[src/rtl/minisrc_pkg.sv]
// Shared Mini SRC definitions: opcodes, FSM states, opcode classes, ALU codes.
package minisrc_pkg;

  localparam logic [4:0] OPC_LD   = 5'b00000;
  localparam logic [4:0] OPC_LDI  = 5'b00001;
  localparam logic [4:0] OPC_ST   = 5'b00010;
  localparam logic [4:0] OPC_ADD  = 5'b00011;
  localparam logic [4:0] OPC_SUB  = 5'b00100;
  localparam logic [4:0] OPC_AND  = 5'b00101;
  localparam logic [4:0] OPC_OR   = 5'b00110;
  localparam logic [4:0] OPC_ROR  = 5'b00111;
  localparam logic [4:0] OPC_ROL  = 5'b01000;
  localparam logic [4:0] OPC_SHR  = 5'b01001;
  localparam logic [4:0] OPC_SHRA = 5'b01010;
  localparam logic [4:0] OPC_SHL  = 5'b01011;
  localparam logic [4:0] OPC_ADDI = 5'b01100;
  localparam logic [4:0] OPC_ANDI = 5'b01101;
  localparam logic [4:0] OPC_ORI  = 5'b01110;
  localparam logic [4:0] OPC_DIV  = 5'b01111;
  localparam logic [4:0] OPC_MUL  = 5'b10000;
  localparam logic [4:0] OPC_NEG  = 5'b10001;
  localparam logic [4:0] OPC_NOT  = 5'b10010;
  localparam logic [4:0] OPC_BR   = 5'b10011;
  localparam logic [4:0] OPC_JR   = 5'b10100;
  localparam logic [4:0] OPC_JAL  = 5'b10101;
  localparam logic [4:0] OPC_IN   = 5'b10110;
  localparam logic [4:0] OPC_OUT  = 5'b10111;
  localparam logic [4:0] OPC_MFHI = 5'b11000;
  localparam logic [4:0] OPC_MFLO = 5'b11001;
  localparam logic [4:0] OPC_NOP  = 5'b11010;
  localparam logic [4:0] OPC_HALT = 5'b11011;

  localparam logic [4:0] ALU_ADD = 5'b00011;
  localparam logic [4:0] ALU_AND = 5'b00101;
  localparam logic [4:0] ALU_OR  = 5'b00110;

  typedef enum logic [3:0] {
    S_RESET, S_F0, S_F1, S_F2, S_T3, S_T4, S_T5, S_T6, S_T7, S_HALT
  } state_e;

  typedef enum logic [3:0] {
    CL_ALU3, CL_ALU2, CL_IMM, CL_MULDIV, CL_LD, CL_LDI, CL_ST, CL_BR,
    CL_JR, CL_JAL, CL_IO, CL_MFX, CL_NOP, CL_HALT, CL_ILLEGAL
  } op_class_e;

  // Final execute step of each class; after it the FSM returns to fetch.
  function automatic state_e last_step(input op_class_e c);
    case (c)
      CL_ALU2, CL_JAL:                 return S_T4;
      CL_ALU3, CL_IMM, CL_LDI:         return S_T5;
      CL_MULDIV, CL_BR:                return S_T6;
      CL_LD, CL_ST:                    return S_T7;
      default:                         return S_T3;
    endcase
  endfunction

endpackage

[src/rtl/control_unit_op_class_decode.sv]
// Combinational opcode to instruction-class decoder.
module op_class_decode
  import minisrc_pkg::*;
(
  input  logic [4:0] opcode_i,
  output op_class_e  op_class_o
);

  // Group opcodes by the step sequence they share.
  always_comb begin
    op_class_o = CL_ILLEGAL;
    case (opcode_i)
      OPC_LD:                                   op_class_o = CL_LD;
      OPC_LDI:                                  op_class_o = CL_LDI;
      OPC_ST:                                   op_class_o = CL_ST;
      OPC_ADD, OPC_SUB, OPC_AND, OPC_OR, OPC_ROR,
      OPC_ROL, OPC_SHR, OPC_SHRA, OPC_SHL:      op_class_o = CL_ALU3;
      OPC_ADDI, OPC_ANDI, OPC_ORI:              op_class_o = CL_IMM;
      OPC_DIV, OPC_MUL:                         op_class_o = CL_MULDIV;
      OPC_NEG, OPC_NOT:                         op_class_o = CL_ALU2;
      OPC_BR:                                   op_class_o = CL_BR;
      OPC_JR:                                   op_class_o = CL_JR;
      OPC_JAL:                                  op_class_o = CL_JAL;
      OPC_IN, OPC_OUT:                          op_class_o = CL_IO;
      OPC_MFHI, OPC_MFLO:                       op_class_o = CL_MFX;
      OPC_NOP:                                  op_class_o = CL_NOP;
      OPC_HALT:                                 op_class_o = CL_HALT;
      default:                                  op_class_o = CL_ILLEGAL;
    endcase
  end

endmodule

[src/rtl/control_unit.sv]
// Hardwired Mini SRC control unit: Moore FSM for fetch (F0-F2) and execute (T3-T7).
module control_unit
  import minisrc_pkg::*;
#(
  parameter bit         HALT_ON_ILLEGAL = 1'b1,
  parameter logic [4:0] ADD_OPC         = 5'b00011
) (
  input  logic        clk,
  input  logic        clr,
  input  logic [31:0] IR_Data,
  input  logic        CON_out,
  input  logic        Stop,
  output logic        Run,
  output logic        PC_in, IR_in, Y_in, Z_in, HI_in, LO_in, MAR_in, MDR_in, OutPort_in,
  output logic        IncPC, CON_in,
  output logic        PC_out, Zhigh_out, Zlow_out, HI_out, LO_out, MDR_out, InPort_out, C_out,
  output logic        Read, Write,
  output logic        Gra, Grb, Grc, Rin, Rout, BAout,
  output logic [4:0]  alu_instruction_bits
);

  state_e     state_q, state_d;
  logic [4:0] opc_q, opc_d;
  op_class_e  cls_ir, cls_q;
  logic       unused_ir;

  assign unused_ir = ^IR_Data[26:0];

  // The F2 exit decision (nop/illegal) needs the live IR; execute steps use the latched opcode.
  op_class_decode u_dec_ir (.opcode_i(IR_Data[31:27]), .op_class_o(cls_ir));
  op_class_decode u_dec_q  (.opcode_i(opc_q),          .op_class_o(cls_q));

  assign opc_d = (state_q == S_F2) ? IR_Data[31:27] : opc_q;

  // State and opcode registers with synchronous reset.
  always_ff @(posedge clk) begin
    if (clr) begin
      state_q <= S_RESET;
      opc_q   <= '0;
    end else begin
      state_q <= state_d;
      opc_q   <= opc_d;
    end
  end

  // Next-state: step through fetch, then execute until the class's last step.
  always_comb begin
    state_d = state_q;
    case (state_q)
      S_RESET: state_d = S_F0;
      S_F0:    state_d = S_F1;
      S_F1:    state_d = S_F2;
      S_F2: begin
        if (cls_ir == CL_NOP || (cls_ir == CL_ILLEGAL && !HALT_ON_ILLEGAL))
          state_d = Stop ? S_HALT : S_F0;
        else if (cls_ir == CL_ILLEGAL)
          state_d = S_HALT;
        else
          state_d = S_T3;
      end
      S_T3, S_T4, S_T5, S_T6, S_T7: begin
        if (cls_q == CL_HALT)
          state_d = S_HALT;
        else if (state_q == last_step(cls_q) || state_q == S_T7)
          state_d = Stop ? S_HALT : S_F0;
        else begin
          case (state_q)
            S_T3:    state_d = S_T4;
            S_T4:    state_d = S_T5;
            S_T5:    state_d = S_T6;
            default: state_d = S_T7;
          endcase
        end
      end
      S_HALT:  state_d = S_HALT;
      default: state_d = S_RESET;
    endcase
  end

  // Moore outputs from state and latched class; PC_in in br T6 follows CON_out.
  always_comb begin
    Run = 1'b0;
    PC_in = 1'b0; IR_in = 1'b0; Y_in = 1'b0; Z_in = 1'b0; HI_in = 1'b0; LO_in = 1'b0;
    MAR_in = 1'b0; MDR_in = 1'b0; OutPort_in = 1'b0; IncPC = 1'b0; CON_in = 1'b0;
    PC_out = 1'b0; Zhigh_out = 1'b0; Zlow_out = 1'b0; HI_out = 1'b0; LO_out = 1'b0;
    MDR_out = 1'b0; InPort_out = 1'b0; C_out = 1'b0; Read = 1'b0; Write = 1'b0;
    Gra = 1'b0; Grb = 1'b0; Grc = 1'b0; Rin = 1'b0; Rout = 1'b0; BAout = 1'b0;
    alu_instruction_bits = '0;
    Run = (state_q != S_RESET) && (state_q != S_HALT);
    case (state_q)
      S_F0: begin PC_out = 1'b1; MAR_in = 1'b1; IncPC = 1'b1; Z_in = 1'b1; end
      S_F1: begin Zlow_out = 1'b1; PC_in = 1'b1; Read = 1'b1; MDR_in = 1'b1; end
      S_F2: begin MDR_out = 1'b1; IR_in = 1'b1; end
      S_T3: begin
        case (cls_q)
          CL_ALU3, CL_IMM: begin Grb = 1'b1; Rout = 1'b1; Y_in = 1'b1; end
          CL_ALU2:   begin Grb = 1'b1; Rout = 1'b1; Z_in = 1'b1; alu_instruction_bits = opc_q; end
          CL_MULDIV: begin Gra = 1'b1; Rout = 1'b1; Y_in = 1'b1; end
          CL_LD, CL_LDI, CL_ST: begin Grb = 1'b1; BAout = 1'b1; Y_in = 1'b1; end
          CL_BR:     begin Gra = 1'b1; Rout = 1'b1; CON_in = 1'b1; end
          CL_JR:     begin Gra = 1'b1; Rout = 1'b1; PC_in = 1'b1; end
          CL_JAL:    begin PC_out = 1'b1; Grb = 1'b1; Rin = 1'b1; end
          CL_IO: begin
            if (opc_q == OPC_IN) begin InPort_out = 1'b1; Gra = 1'b1; Rin = 1'b1; end
            else begin Gra = 1'b1; Rout = 1'b1; OutPort_in = 1'b1; end
          end
          CL_MFX: begin
            Gra = 1'b1; Rin = 1'b1;
            if (opc_q == OPC_MFHI) HI_out = 1'b1;
            else LO_out = 1'b1;
          end
          default: ;
        endcase
      end
      S_T4: begin
        case (cls_q)
          CL_ALU3:   begin Grc = 1'b1; Rout = 1'b1; Z_in = 1'b1; alu_instruction_bits = opc_q; end
          // Immediate forms reuse the matching reg-reg ALU operation.
          CL_IMM: begin
            C_out = 1'b1; Z_in = 1'b1;
            case (opc_q)
              OPC_ANDI: alu_instruction_bits = ALU_AND;
              OPC_ORI:  alu_instruction_bits = ALU_OR;
              default:  alu_instruction_bits = ADD_OPC;
            endcase
          end
          CL_ALU2:   begin Zlow_out = 1'b1; Gra = 1'b1; Rin = 1'b1; end
          CL_MULDIV: begin Grb = 1'b1; Rout = 1'b1; Z_in = 1'b1; alu_instruction_bits = opc_q; end
          CL_LD, CL_LDI, CL_ST: begin C_out = 1'b1; Z_in = 1'b1; alu_instruction_bits = ADD_OPC; end
          CL_BR:     begin PC_out = 1'b1; Y_in = 1'b1; end
          CL_JAL:    begin Gra = 1'b1; Rout = 1'b1; PC_in = 1'b1; end
          default: ;
        endcase
      end
      S_T5: begin
        case (cls_q)
          CL_ALU3, CL_IMM, CL_LDI: begin Zlow_out = 1'b1; Gra = 1'b1; Rin = 1'b1; end
          CL_MULDIV: begin Zlow_out = 1'b1; LO_in = 1'b1; end
          CL_LD, CL_ST: begin Zlow_out = 1'b1; MAR_in = 1'b1; end
          CL_BR:     begin C_out = 1'b1; Z_in = 1'b1; alu_instruction_bits = ADD_OPC; end
          default: ;
        endcase
      end
      S_T6: begin
        case (cls_q)
          CL_MULDIV: begin Zhigh_out = 1'b1; HI_in = 1'b1; end
          CL_LD:     begin Read = 1'b1; MDR_in = 1'b1; end
          CL_ST:     begin Gra = 1'b1; Rout = 1'b1; MDR_in = 1'b1; end
          CL_BR:     begin Zlow_out = 1'b1; PC_in = CON_out; end
          default: ;
        endcase
      end
      S_T7: begin
        case (cls_q)
          CL_LD:   begin MDR_out = 1'b1; Gra = 1'b1; Rin = 1'b1; end
          CL_ST:   Write = 1'b1;
          default: ;
        endcase
      end
      default: ;
    endcase
  end

endmodule

[config.mk]
export PLATFORM = sky130hd
export DESIGN_NAME = control_unit
export DESIGN_NICKNAME = d
export VERILOG_FILES = /design/src/rtl/minisrc_pkg.sv /design/src/rtl/control_unit_op_class_decode.sv /design/src/rtl/control_unit.sv
export SDC_FILE = /design/constraint.sdc
export NUM_CORES = 1
export LEC_CHECK = 0
export ABC_CLOCK_PERIOD_IN_PS = 2800
export CAP_MARGIN = 20
export CORE_ASPECT_RATIO = 1.25
export CORE_MARGIN = 4
export CORE_UTILIZATION = 44
export DETAILED_ROUTE_END_ITERATION = 8
export PLACE_DENSITY_LB_ADDON = 0.2
export SLEW_MARGIN = 10
export SYNTH_ARGS = -nofsm -noshare
export SYNTH_HDL_FRONTEND = slang
export SYNTH_SLANG_ARGS = --single-unit
[constraint.sdc]
create_clock -name clk -period 2.8 [get_ports clk]
set_clock_uncertainty 0.1 [all_clocks]
set_input_delay 0.28 -clock clk [delete_from_list [all_inputs] [get_ports clk]]
set_output_delay 0.28 -clock clk [all_outputs]
set_load 0.03 [all_outputs]
=== After elaboration in Yosys (flattened, before gate mapping) ===
Memories as Yosys holds them, arrays and structs flattened. A register that Yosys moved wholly into a read port is not among the register bits.
Cells that the tools add are included.
W data, S select, Z words.

* Logic and storage cells: 122
* Memories: 3
* Memory bits (read-only): 320
* Bits in registers: 9
* Output and inout port bits: 33

{| class="wikitable"
|+ Memory list
! memory !! words !! width !! read ports !! clocked after memory_dff !! write ports !! line !! RTL
|-
| (name not given) || 32 || 4 || 1 || 0 || 0 || control_unit_op_class_decode.sv:12 || <nowiki>case (opcode_i)</nowiki>
|-
| (name not given) || 32 || 4 || 1 || 1 || 0 || control_unit_op_class_decode.sv:12 ||
|-
| (name not given) || 16 || 4 || 1 || 0 || 0 || minisrc_pkg.sv:48 || <nowiki>case (c)</nowiki>
|}

* Multiplexer cells: 70
* Eq/ne operators: 29
* Reduce and logical (&&, ||, !) cells: 18

{| class="wikitable"
|+ Operator list
! operator !! count
|-
| $mux W1 || 38
|-
| $eq A4 B4 Y1 const B || 9
|-
| $eq A4 B3 Y1 const B || 8
|-
| $pmux W5 S3 || 2
|-
| $mux W4 || 7
|-
| $pmux W4 S6 || 1
|-
| $pmux W1 S2 || 9
|-
| $eq A4 B2 Y1 const B || 4
|-
| $pmux W1 S4 || 4
|-
| $mux W5 || 3
|-
| $pmux W4 S3 || 1
|-
| $reduce_or A6 Y1 || 2
|-
| $eq A5 B4 Y1 const B || 2
|-
| $eq A5 B5 Y1 const B || 2
|-
| $reduce_or A5 Y1 || 2
|-
| $reduce_or A3 Y1 || 3
|-
| $eq A4 B1 Y1 const B || 2
|-
| $logic_not A4 Y1 || 2
|-
| $reduce_or A2 Y1 || 4
|-
| $reduce_or A7 Y1 || 1
|-
| $pmux W1 S3 || 2
|-
| $pmux W3 S2 || 1
|-
| $pmux W1 S5 || 1
|-
| $eq A4 B4 Y1 || 1
|-
| 6 further kinds || 6
|}

=== Depth between registers and ports, before layout ===
* Depth in word-level cells: 8
* Depth in mapped cells: 11

=== Cells and area by module ===
A second synthesis with hierarchy kept.

* Cell total of the unflattened synthesis: 249
* Area, all modules: 1759.2 sq um

{| class="wikitable"
|+ By module, submodules not included
! module !! area each (sq um) !! cells each !! instances
|-
| control_unit || 1371.3 || 199 || 1
|-
| op_class_decode || 193.9 || 25 || 2
|}

=== Least setup slack after synthesis ===
Ideal clock, no wire load.

* Path kind: register to output
* Start point: register u_dec_q.op_class_o[0] (netlist name)
* End point: output port Zhigh_out
* Stages on the path, launching flop included: 5
* Buffers on the path: 2
* Data arrival time: 2.214 ns
* Path slack: 0.206 ns
* Cells stage by stage: dfxtp_1 -> clkbuf_1 -> nand2_1 -> nor4_1 -> buf_4

* Longest elaborated chain between the ends: 3

{| class="wikitable"
|+ Ends and longest elaborated chain
! item !! line !! RTL
|-
| $eq A4 B2 Y1 || -- ||
|-
| $mux W1 (2 in series) || -- ||
|-
| end, declared || control_unit.sv:16 || <nowiki>output logic PC_out, Zhigh_out, Zlow_out, HI_out, LO_out, MDR_out, InPort_out, C_out,</nowiki>
|}

Every way passes these cells.

=== Worst setup path in the final report ===
* Start point: register state_q[3]
* End point: output port LO_in

* Longest elaborated chain between the ends: 2

{| class="wikitable"
|+ Ends and longest elaborated chain
! item !! line !! RTL
|-
| start, declared || control_unit.sv:22 || <nowiki>state_e state_q, state_d;</nowiki>
|-
| start signal, assigned || control_unit.sv:41 || <nowiki>state_q <= state_d;</nowiki>
|-
| $eq A4 B3 Y1 || control_unit.sv:90 || <nowiki>case (state_q)</nowiki>
|-
| $mux W1 || control_unit.sv:90 ||
|-
| end, declared || control_unit.sv:14 || <nowiki>output logic PC_in, IR_in, Y_in, Z_in, HI_in, LO_in, MAR_in, MDR_in, OutPort_in,</nowiki>
|}

Every way passes these cells.

==> impl_metrics.toml <==
[routing]
first_iter_violations = 98
drt-vias-per-instance = 5.93
drcViolationCount = 0
first_pass_iters = 4
detail-route-antenna-nets = 0
via_count = 1999
wirelength_um = 4970
drt-wirelength-per-cell_um = 14.8

[global_routing]
track_usage = 0.199
grt_antenna_before_repair = 0
overflow = 0
grt_pass1_wl_um = 8030
grt_pass1_vias = 1769
grt_max_degree = 17

[floorplan]
die-width_um = 63.1
row_count = 24
core_area_um2 = 3570
start_util = 0.468
boundaryPins = 69
die_area_um2 = 4860
die_h_um = 76.9

[setup_path]
reg2reg_depth = 10
cp_cell_sequence = "and2b_1 -> and3_1 -> buf_4 -> nor4b_1 -> clkdlybuf4s50_1"
startpoint_type = "register"
arrival_ns = 2.31
crit_type = "reg2out"
slowest_stage = "clkdlybuf4s50_1"
cp-end-kind = "primary output"
cp_slowest_stage_delay_ns = 0.73
crit_required_ns = 2.42
cp_max_fo = 7

[synthesis]
syn_area_um2 = 1670
yosys_warnings = 0
synth-async-reset-ratio = 0
synth_nets = 292
yosysUniqueCellTypes = 56
synth_edf_count = 0
ys_seq_area_frac = 0.156
syn_inst = 251
synth_seq_cells = 13
syn_area_per_cell_um2 = 6.66
synth-main-ff-cell = "dfxtp_1"

[timing]
worst_pin_slew_ns = 0.450
period_needed_ns = 2.69
slew_headroom = 0.699
fmax_mhz = 372
final_max_slew_viol_count = 0
timing.final.crit_share = 0.960
rsz0062_at_grt = "false"
finalSetupTns_ns = 0
finalHoldViolations = 0
setup_viol = 0

[pwr]
leakage_nw = 0.975
vdd_drop_max_mv = 0.266
power_density_nw_per_um2 = 470
power_mw = 1.05

[cells_and_area]
num-nets-final = 340
syn_to_final_growth_pct = 33.5
n_fill_cell = 344
diodes = 0
drive_above_1_share = 0.181

[cts]
cts_buffer_depth = 2
cts-hold-fix-buffers = 0
cts_buffers = 3
tritoncts = "yes"
clkTransAtPathRegs_ns = 0.06
cts_sinks = 13
clock_latency_ns = 0.24
cts_root_buffer = "clkbuf_8"
cts_max_level = 1

[hold_path]
hold-path-cell-count = 2
hp-class = "reg2reg"

[placement]
hpwl_um = 3950
io_buffers = 41
gp_congestion = 0.951

[run_status]
outcome = "complete, no violations"

[run]
maxCapViolations = 0
critical path, delay by kind of cell (launching register included):
| family | cells | cell delay, ns |
|---|---|---|
| and+or+nand+nor | 3 | 0.82 |
| buffers and inverters | 2 | 0.89 |
| DFF | 1 | 0.36 |
per-stage QoR:
step	worst slack, ns	hold WS [ns]	std cells	cell area, um^2	utilization
6_report	0.112	0.609	337	2230	0.625
5_1_grt	0.00207	0.648	337	2230	0.625
4_1_cts	0.0505	0.601	337	2210	0.619
3_5_place_dp	0.262	0.592	333	2160	0.606
3_3_place_gp	0.286	0.584	333	2160	0.606
2_1_floorplan	0.206	0.333	251	1670	-
cell usage after synthesis (3+ instances only):
| master | number | area share |
|---|---|---|
| and3_1 | 6 | 0.022 |
| ha_1 | 5 | 0.037 |
| o21ai_1 | 6 | 0.018 |
| a31oi_1 | 5 | 0.019 |
| nand3_1 | 7 | 0.021 |
| o31ai_1 | 3 | 0.013 |
| nor2_1 | 30 | 0.067 |
| inv_1 | 15 | 0.034 |
| a21oi_1 | 21 | 0.063 |
| nor4b_1 | 3 | 0.016 |
| a211oi_1 | 5 | 0.022 |
| nand2_1 | 21 | 0.047 |
| nor3_1 | 10 | 0.030 |
| buf_2 | 3 | 0.0090 |
| and2_1 | 3 | 0.011 |
| o21ai_0 | 3 | 0.0090 |
| nor2b_1 | 7 | 0.026 |
| dfxtp_1 | 13 | 0.16 |
| o22ai_1 | 4 | 0.015 |
| or3_1 | 4 | 0.015 |
| o221ai_1 | 3 | 0.016 |
| clkbuf_1 | 13 | 0.029 |
| xnor2_1 | 3 | 0.016 |
| mux2i_1 | 5 | 0.030 |
| nor4_1 | 7 | 0.026 |
| nand2b_1 | 4 | 0.015 |
| a21o_1 | 4 | 0.018 |
layer usage:
layer	global-route usage	routed length, um	vias up
met5	0	0	-
met4	0.0795	126	0
met3	0.0146	240	10
met2	0.369	2450	75
met1	0.232	2160	909
li1	-	-	1005
state kept, by name, indices dropped and copies added (netlist names):
register and count:
opc_q 5, state_q 4, u_dec_q.op_class_o 4
power by group:
group / total [mW] / switching [mW] / internal, mW
clock network: 0.167 / 0.0685 / 0.0983
registers: 0.262 / 0.0519 / 0.210
logic: 0.621 / 0.361 / 0.260
layout make-up:
type	instances	area [um^2]	area share
multi-input combinational	200	1250	0.562
timing repair buffer	65	561	0.251
sequential	13	262	0.117
inverter	16	60.1	0.0269
tap	39	48.8	0.0219
clock buffer	3	41.3	0.0185
clock inverter	1	5.00	0.00224
what timing repair did:
item,4_1_cts,5_1_grt
buffers inserted,0,0
gates resized for setup,0,7
endpoints found under the setup margin,0,9
final timing paths:
| path | startpoint | end | slack (ns) |
|---|---|---|---|
| worst max register to register | state_q[3]$_SDFF_PP0_ | u_dec_q.op_class_o[1]$_DFF_P_ | 0.34 |
| worst min register to register | state_q[3]$_SDFF_PP0_ | state_q[1]$_SDFF_PP0_ | 0.61 |
| worst min-delay path | state_q[3]$_SDFF_PP0_ | state_q[1]$_SDFF_PP0_ | 0.61 |
| worst max-delay path | state_q[3]$_SDFF_PP0_ | LO_in | 0.11 |
layout by cell type (no fill, tap or decap), types with 5 or more instances in the layout:
cell,n
nor2_1,30
nor3_1,9
mux2i_1,5
o21ai_1,6
buf_4,39
a31oi_1,5
and3_1,6
nand3_1,7
nor2b_1,7
a211oi_1,5
dfxtp_1,12
inv_1,15
nor4_1,7
a21oi_1,21
ha_1,5
nand2_1,21
clkdlybuf4s50_1,23
kinds of logic after synthesis:
family,share of synthesized area
AND/OR/NAND/NOR,0.355
AO/OA/AOI/OAI,0.268
buffers and inverters,0.101
flip-flops,0.156
multiplexers,0.0501
adder cells (fa/ha/maj),0.0442
XOR/XNOR,0.0262
No activity file was read; power rests on OpenSTA's default activity.
